[src/rtl/x_ramd64_fifo_ctrl.sv]
// rtl/x_ramd64_fifo_ctrl.sv - 64-deep FIFO controller for a bank of 64x1 dual-port distributed RAM cells
//
// Purpose:
//   Drives the write enable and the shared 6-bit write/read addresses of WIDTH
//   64x1 dual-port RAM cells (one cell per data bit). Captures the bank's
//   asynchronous read port into a registered DOUT. Provides occupancy flags
//   and a 7-bit count. Depth is fixed at 64.
//
// Optional feature:
//   X_RAMD64_FIFO_ERR_FLAGS_EN adds the sticky OVERFLOW / UNDERFLOW outputs.
//
// Ports:
//   CLK          in   1      clock, rising edge
//   RST          in   1      synchronous reset, active-high
//   WR_EN        in   1      write request
//   DIN          in   WIDTH  write data
//   RD_EN        in   1      read request
//   RAM_DI       out  WIDTH  data to RAM bank I pins (= DIN)
//   WE           out  1      RAM bank write enable
//   WADR         out  6      RAM bank write address
//   RADR         out  6      RAM bank read address
//   RAM_DO       in   WIDTH  RAM bank O pins (asynchronous read of RADR)
//   DOUT         out  WIDTH  registered read data
//   DOUT_VALID   out  1      DOUT updated this cycle
//   FULL         out  1      COUNT == 64
//   EMPTY        out  1      COUNT == 0
//   ALMOST_FULL  out  1      COUNT >= AFULL_THRESH
//   ALMOST_EMPTY out  1      COUNT <= AEMPTY_THRESH
//   COUNT        out  7      occupancy, 0..64
//   OVERFLOW     out  1      sticky: write attempted while full   (macro only)
//   UNDERFLOW    out  1      sticky: read attempted while empty   (macro only)

module x_ramd64_fifo_ctrl #(
  parameter int WIDTH         = 8,
  parameter int AFULL_THRESH  = 60,
  parameter int AEMPTY_THRESH = 4
) (
  input  logic             CLK,
  input  logic             RST,
  input  logic             WR_EN,
  input  logic [WIDTH-1:0] DIN,
  input  logic             RD_EN,
  output logic [WIDTH-1:0] RAM_DI,
  output logic             WE,
  output logic [5:0]       WADR,
  output logic [5:0]       RADR,
  input  logic [WIDTH-1:0] RAM_DO,
  output logic [WIDTH-1:0] DOUT,
  output logic             DOUT_VALID,
  output logic             FULL,
  output logic             EMPTY,
  output logic             ALMOST_FULL,
  output logic             ALMOST_EMPTY,
`ifdef X_RAMD64_FIFO_ERR_FLAGS_EN
  output logic             OVERFLOW,
  output logic             UNDERFLOW,
`endif
  output logic [6:0]       COUNT
);

  localparam logic [6:0] DEPTH      = 7'd64;
  localparam logic [6:0] AFULL_LVL  = 7'(AFULL_THRESH);
  localparam logic [6:0] AEMPTY_LVL = 7'(AEMPTY_THRESH);

  logic [5:0]       wr_ptr;
  logic [5:0]       rd_ptr;
  logic [6:0]       count;
  logic [WIDTH-1:0] dout_q;
  logic             dout_valid_q;

  logic             full;
  logic             empty;
  logic             wr_acc;
  logic             rd_acc;

  // Flags decode from the registered count only, so a request accepted at
  // one edge is reflected in the flags from the following cycle.
  assign full  = (count == DEPTH);
  assign empty = (count == 7'd0);

  // Accept decisions use the start-of-cycle flags. When empty the read is
  // refused, which also guarantees read and write never hit the same cell.
  assign wr_acc = WR_EN & ~full;
  assign rd_acc = RD_EN & ~empty;

  // RAM bank interface. WE is gated by RST so no write lands in the bank
  // while the pointers are being cleared.
  assign RAM_DI = DIN;
  assign WE     = wr_acc & ~RST;
  assign WADR   = wr_ptr;
  assign RADR   = rd_ptr;

  assign DOUT         = dout_q;
  assign DOUT_VALID   = dout_valid_q;
  assign COUNT        = count;
  assign FULL         = full;
  assign EMPTY        = empty;
  assign ALMOST_FULL  = (count >= AFULL_LVL);
  assign ALMOST_EMPTY = (count <= AEMPTY_LVL);

  // Pointers wrap 63 -> 0 through natural 6-bit overflow.
  always_ff @(posedge CLK) begin
    if (RST) begin
      wr_ptr <= 6'd0;
      rd_ptr <= 6'd0;
    end else begin
      if (wr_acc) wr_ptr <= wr_ptr + 6'd1;
      if (rd_acc) rd_ptr <= rd_ptr + 6'd1;
    end
  end

  // Occupancy: simultaneous accepted read and write cancel out.
  always_ff @(posedge CLK) begin
    if (RST) begin
      count <= 7'd0;
    end else begin
      case ({wr_acc, rd_acc})
        2'b10:   count <= count + 7'd1;
        2'b01:   count <= count - 7'd1;
        default: count <= count;
      endcase
    end
  end

  // Read data capture: the bank's asynchronous output at RADR is sampled at
  // the accepting edge, giving one cycle of read latency. DOUT holds
  // otherwise; DOUT_VALID is a single-cycle strobe.
  always_ff @(posedge CLK) begin
    if (RST) begin
      dout_q       <= '0;
      dout_valid_q <= 1'b0;
    end else begin
      dout_valid_q <= rd_acc;
      if (rd_acc) dout_q <= RAM_DO;
    end
  end

`ifdef X_RAMD64_FIFO_ERR_FLAGS_EN
  logic overflow_q;
  logic underflow_q;

  // Sticky error flags; only reset clears them.
  always_ff @(posedge CLK) begin
    if (RST) begin
      overflow_q  <= 1'b0;
      underflow_q <= 1'b0;
    end else begin
      if (WR_EN & full)  overflow_q  <= 1'b1;
      if (RD_EN & empty) underflow_q <= 1'b1;
    end
  end

  assign OVERFLOW  = overflow_q;
  assign UNDERFLOW = underflow_q;
`endif

endmodule

[config.mk]
export PLATFORM = sky130hd
export DESIGN_NAME = x_ramd64_fifo_ctrl
export DESIGN_NICKNAME = d
export VERILOG_FILES = /design/src/rtl/x_ramd64_fifo_ctrl.sv
export SDC_FILE = /design/constraint.sdc
export NUM_CORES = 1
export LEC_CHECK = 0
export CAP_MARGIN = 40
export CORE_AREA = 2 2 60 62
export CTS_BUF_LIST = sky130_fd_sc_hd__clkbuf_8
export CTS_CLUSTER_DIAMETER = 60
export DETAILED_ROUTE_END_ITERATION = 7
export DIE_AREA = 0 0 62 64
export GPL_TIMING_DRIVEN = 1
export PLACE_DENSITY = 0.94
export REMOVE_ABC_BUFFERS = 1
export SKIP_CTS_REPAIR_TIMING = 1
export SLEW_MARGIN = 25
export SYNTH_ARGS = -nofsm -noshare
export SYNTH_HDL_FRONTEND = slang
export SYNTH_SLANG_ARGS = --single-unit
[constraint.sdc]
create_clock -name CLK -period 8.58 [get_ports CLK]
set_input_delay 1.716 -clock CLK [delete_from_list [all_inputs] [get_ports CLK]]
set_output_delay 1.716 -clock CLK [all_outputs]
set_load 0.01 [all_outputs]
==> flow_metrics.tcl <==
set metrics [dict create \
    status "complete, no violations" \
    dieWidth_um 62 \
    timing.final.max_slew_violations 0 \
    cts.root.buffer_cell "sky130_fd_sc_hd__clkbuf_8" \
    total_leakage_power_nw 0.8192 \
    total_number_of_nets_in_the_final_design 230 \
    cp_slowest_cell "sky130_fd_sc_hd__clkdlybuf4s50_1" \
    cp_max_fo 4 \
    design.portCount 61 \
    core_area_um2 3284 \
    finalSetupViolCount 0 \
    number_of_antenna_violations_at_the_first_check_in_global_routing 0 \
    worst_slew_margin_rel_pct 66.62 \
    place_congestion 0.8763 \
    grt_pass1_wl_um 5409 \
    drc_errors 0 \
    cp.buffers_inverters 2 \
    clkTransAtPathRegs_ns 0.09 \
    synthFlopType "sky130_fd_sc_hd__dfxtp_1" \
    antenna_violation_net_count_after_detailed_routing 0 \
    yosysSeqAreaShare_pct 36.93 \
    timing_hold_violations_final 0 \
    seq_power_share_pct 30.1 \
    p_clk_share_pct 10.8 \
    p_switching_mw 0.2734 \
    yosysUniqueCellTypes 39 \
    grt_max_degree 33 \
    setup_repair_after_global_routing_missed_its_margin "no" \
    start_kind "primary input" \
    critPathRequiredTime_ns 6.86 \
    post-route-min-period_ns 4.762 \
    ys.warnings.count 0 \
    diodes 0 \
    synth.top_cells.by_count "sky130_fd_sc_hd__nor2_1 (31), sky130_fd_sc_hd__dfxtp_1 (28), sky130_fd_sc_hd__mux2i_1 (10), sky130_fd_sc_hd__xor2_1 (10)" \
    max-clock-path-buffers 2 \
    cts-htree-levels 1 \
    timing.hold.worst.class "flop to flop" \
    die-area_um2 3968 \
    total_internal_power_mw 0.3852 \
    post_synth_instance_area_um2 1518 \
    crit_path_cell_trace "clkdlybuf4s50_1 -> o21ai_2 -> nor2_1 -> clkdlybuf4s50_1" \
    initialDrtViolationCount 59 \
    reg2reg_from "COUNT[0]" \
    hold_depth 2 \
    tritoncts "built" \
    via_count 1324 \
    timing.final.crit_share_pct 55.50 \
    drt-total-wl_um 3216 \
    grt_overflow_total 0 \
    critical_path.most_common_cell "sky130_fd_sc_hd__clkdlybuf4s50_1" \
    regToRegEndpoint "COUNT[6]" \
    timing.hold.worst_endpoint "WADR[4]" \
    die_height_um 64 \
    port_buffers 44 \
    globalRouteTotalUtil_pct 17.21 \
    final_layout_size_suffix_gt1_share_pct 4.523 \
    ys_seq_elements 28 \
    synth_top_cells_by_area "sky130_fd_sc_hd__dfxtp_1 (37%), sky130_fd_sc_hd__nor2_1 (7.7%), sky130_fd_sc_hd__ha_1 (6.6%), sky130_fd_sc_hd__mux2i_1 (6.6%), sky130_fd_sc_hd__xor2_1 (5.8%)" \
    critical_path.endpoint_type "output port" \
    detailedPlacementHpwl_um 2348 \
    path_depth_of_the_worst_reg2reg_path 9 \
    totalNegativeSetupSlack_ns 0 \
    finalCoreUtilization_pct 59.39 \
    detail_route.vias_per_cell 5.404 \
    timing.critical_path.max_delay_family "buffers and inverters" \
    worst_skew_pair.late_latency_ns 0.27 \
    start_util_pct 46.21 \
    critical_path_class "primary input to output port" \
    max_freq_mhz 210.0 \
    floorplan.rows 21 \
    grt_pass1_vias 1316 \
    ir_worst_vdd_v 0.0001498 \
    skew_ns 0.004162 \
    synthDominantCellAreaShare_pct 36.93 \
    r2r_setup_slack_ns 5.07 \
    numClockSinks 28 \
    crit_arrival_ns 3.05 \
    first_pass_iteration_count_of_the_detailed_router 4 \
    switching_fraction_pct 41.51 \
    post-synth-top-count-cell "sky130_fd_sc_hd__nor2_1" \
    synth-edff-count 0 \
    synth.largest_area_cell "sky130_fd_sc_hd__dfxtp_1" \
    wire_per_inst_um 13.13 \
    worst_path_largest_cell_delay_ns 0.56 \
    postSynthAreaPerCell_um2 9.088 \
    post_synth_inst_count 167 \
    worst-slew-pin-transition_ns 0.5006 \
    cts-buffers-inserted 3 \
    asyncSetResetFlopFracSynth_pct 0 \
    area_growth_pct 28.52 \
    power.share.combinational_pct 59.1 \
    hold_path_startpoint "WADR[4]" \
    cellPowerDensity_nw_per_um2 337.7 \
    max_cap_viol_count 0 \
]
-- flip-flops by register name, summed over array words and instances (netlist names) --
register    cells
COUNT           7
DOUT            8
RADR            6
WADR            6
DOUT_VALID      1
-- cell families (layout without fill, tap and decap cells) --
| family | after synthesis | in the layout | synth area share [%] |
|---|---|---|---|
| simple gates | 60 | 60 | 19.62 |
| flops | 28 | 28 | 36.93 |
| xor+xnor | 10 | 10 | 5.771 |
| buf+inv | 21 | 53 | 8.739 |
| mux | 11 | 11 | 7.337 |
| compound gates | 28 | 28 | 13.69 |
| fa+ha+maj | 9 | 9 | 7.915 |
-- power groups by stage --
stage / clock (mW) / combinational [mW] / sequential [mW]
final: 0.0710 / 0.389 / 0.198
after global routing: 0.0773 / 0.433 / 0.204
after CTS: 0.0727 / 0.390 / 0.198
after detailed placement: 0 / 0.388 / 0.201
after global placement: 0 / 0.379 / 0.200
after floorplan: 0 / 0.226 / 0.210
-- final cells by class --
| cell class | count | area (um^2) |
|---|---|---|
| fillers | 284 | 1334 |
| multi-input cells | 118 | 824.5 |
| flip-flops and latches | 28 | 560.5 |
| repair buffers | 45 | 447.9 |
| well taps | 46 | 57.56 |
| clock buffers | 3 | 41.29 |
| inverters | 5 | 18.77 |
-- worst reg2reg max path, cell delays in order, from the launching register on --
cell and delay [ns]:
sky130_fd_sc_hd__dfxtp_1 0.38, sky130_fd_sc_hd__or4_1 0.77, sky130_fd_sc_hd__o21ai_4 0.51, sky130_fd_sc_hd__inv_1 0.09
sky130_fd_sc_hd__ha_1 0.33, sky130_fd_sc_hd__ha_1 0.27, sky130_fd_sc_hd__or2_2 0.33, sky130_fd_sc_hd__o21a_1 0.21
sky130_fd_sc_hd__o211ai_1 0.19, sky130_fd_sc_hd__mux2_1 0.34
-- worst max path at each step --
stage	startpoint	to	slack [ns]	cells past startpoint
detailed placement	WR_EN	WE	3.81	4
CTS	WR_EN	WE	3.81	4
finish	WR_EN	WE	3.82	4
floorplan	WR_EN	WE	4.90	2
global route	WR_EN	WE	3.75	4
global placement	WR_EN	WE	3.85	4
-- routing by layer --
metal  wire [um]  up-vias  share of wire, %  track usage [%]
met5           0        -                 0                0
met4          22        0              0.68            5.319
met3         215        2               6.7            5.061
met2        1555       52                48            28.26
met1        1423      626                44            21.05
li1            -      644                 -                -
-- through the flow --
stage	cell area, um^2	total power [mW]	hold WS (ns)	instances	setup WS (ns)
after CTS	1951	0.6612	0.4976	245	3.807
after detailed placement	1909	0.5890	0.4846	242	3.807
after floorplan	1404	0.4360	0.4948	151	4.899
final	1951	0.6586	0.4979	245	3.818
after global routing	1951	0.7146	0.5344	245	3.753
after global placement	1909	0.5791	0.4733	242	3.846
-- layout by cell type, fill, tap and decap left out, types with 3 or more instances in the layout --
master and count:
sky130_fd_sc_hd__nor2b_1 3, sky130_fd_sc_hd__a21oi_1 5, sky130_fd_sc_hd__o211ai_1 5, sky130_fd_sc_hd__o2111ai_1 3, sky130_fd_sc_hd__dfxtp_1 28, sky130_fd_sc_hd__o21a_1 3
sky130_fd_sc_hd__nand2_1 5, sky130_fd_sc_hd__or4_1 4, sky130_fd_sc_hd__nor3_1 3, sky130_fd_sc_hd__mux2i_1 10, sky130_fd_sc_hd__xor2_1 10, sky130_fd_sc_hd__nor2_1 31
sky130_fd_sc_hd__ha_1 8, sky130_fd_sc_hd__inv_1 5, sky130_fd_sc_hd__clkbuf_8 3, sky130_fd_sc_hd__o21ai_0 3, sky130_fd_sc_hd__clkdlybuf4s50_1 44
(Power assumes the default switching activity.)
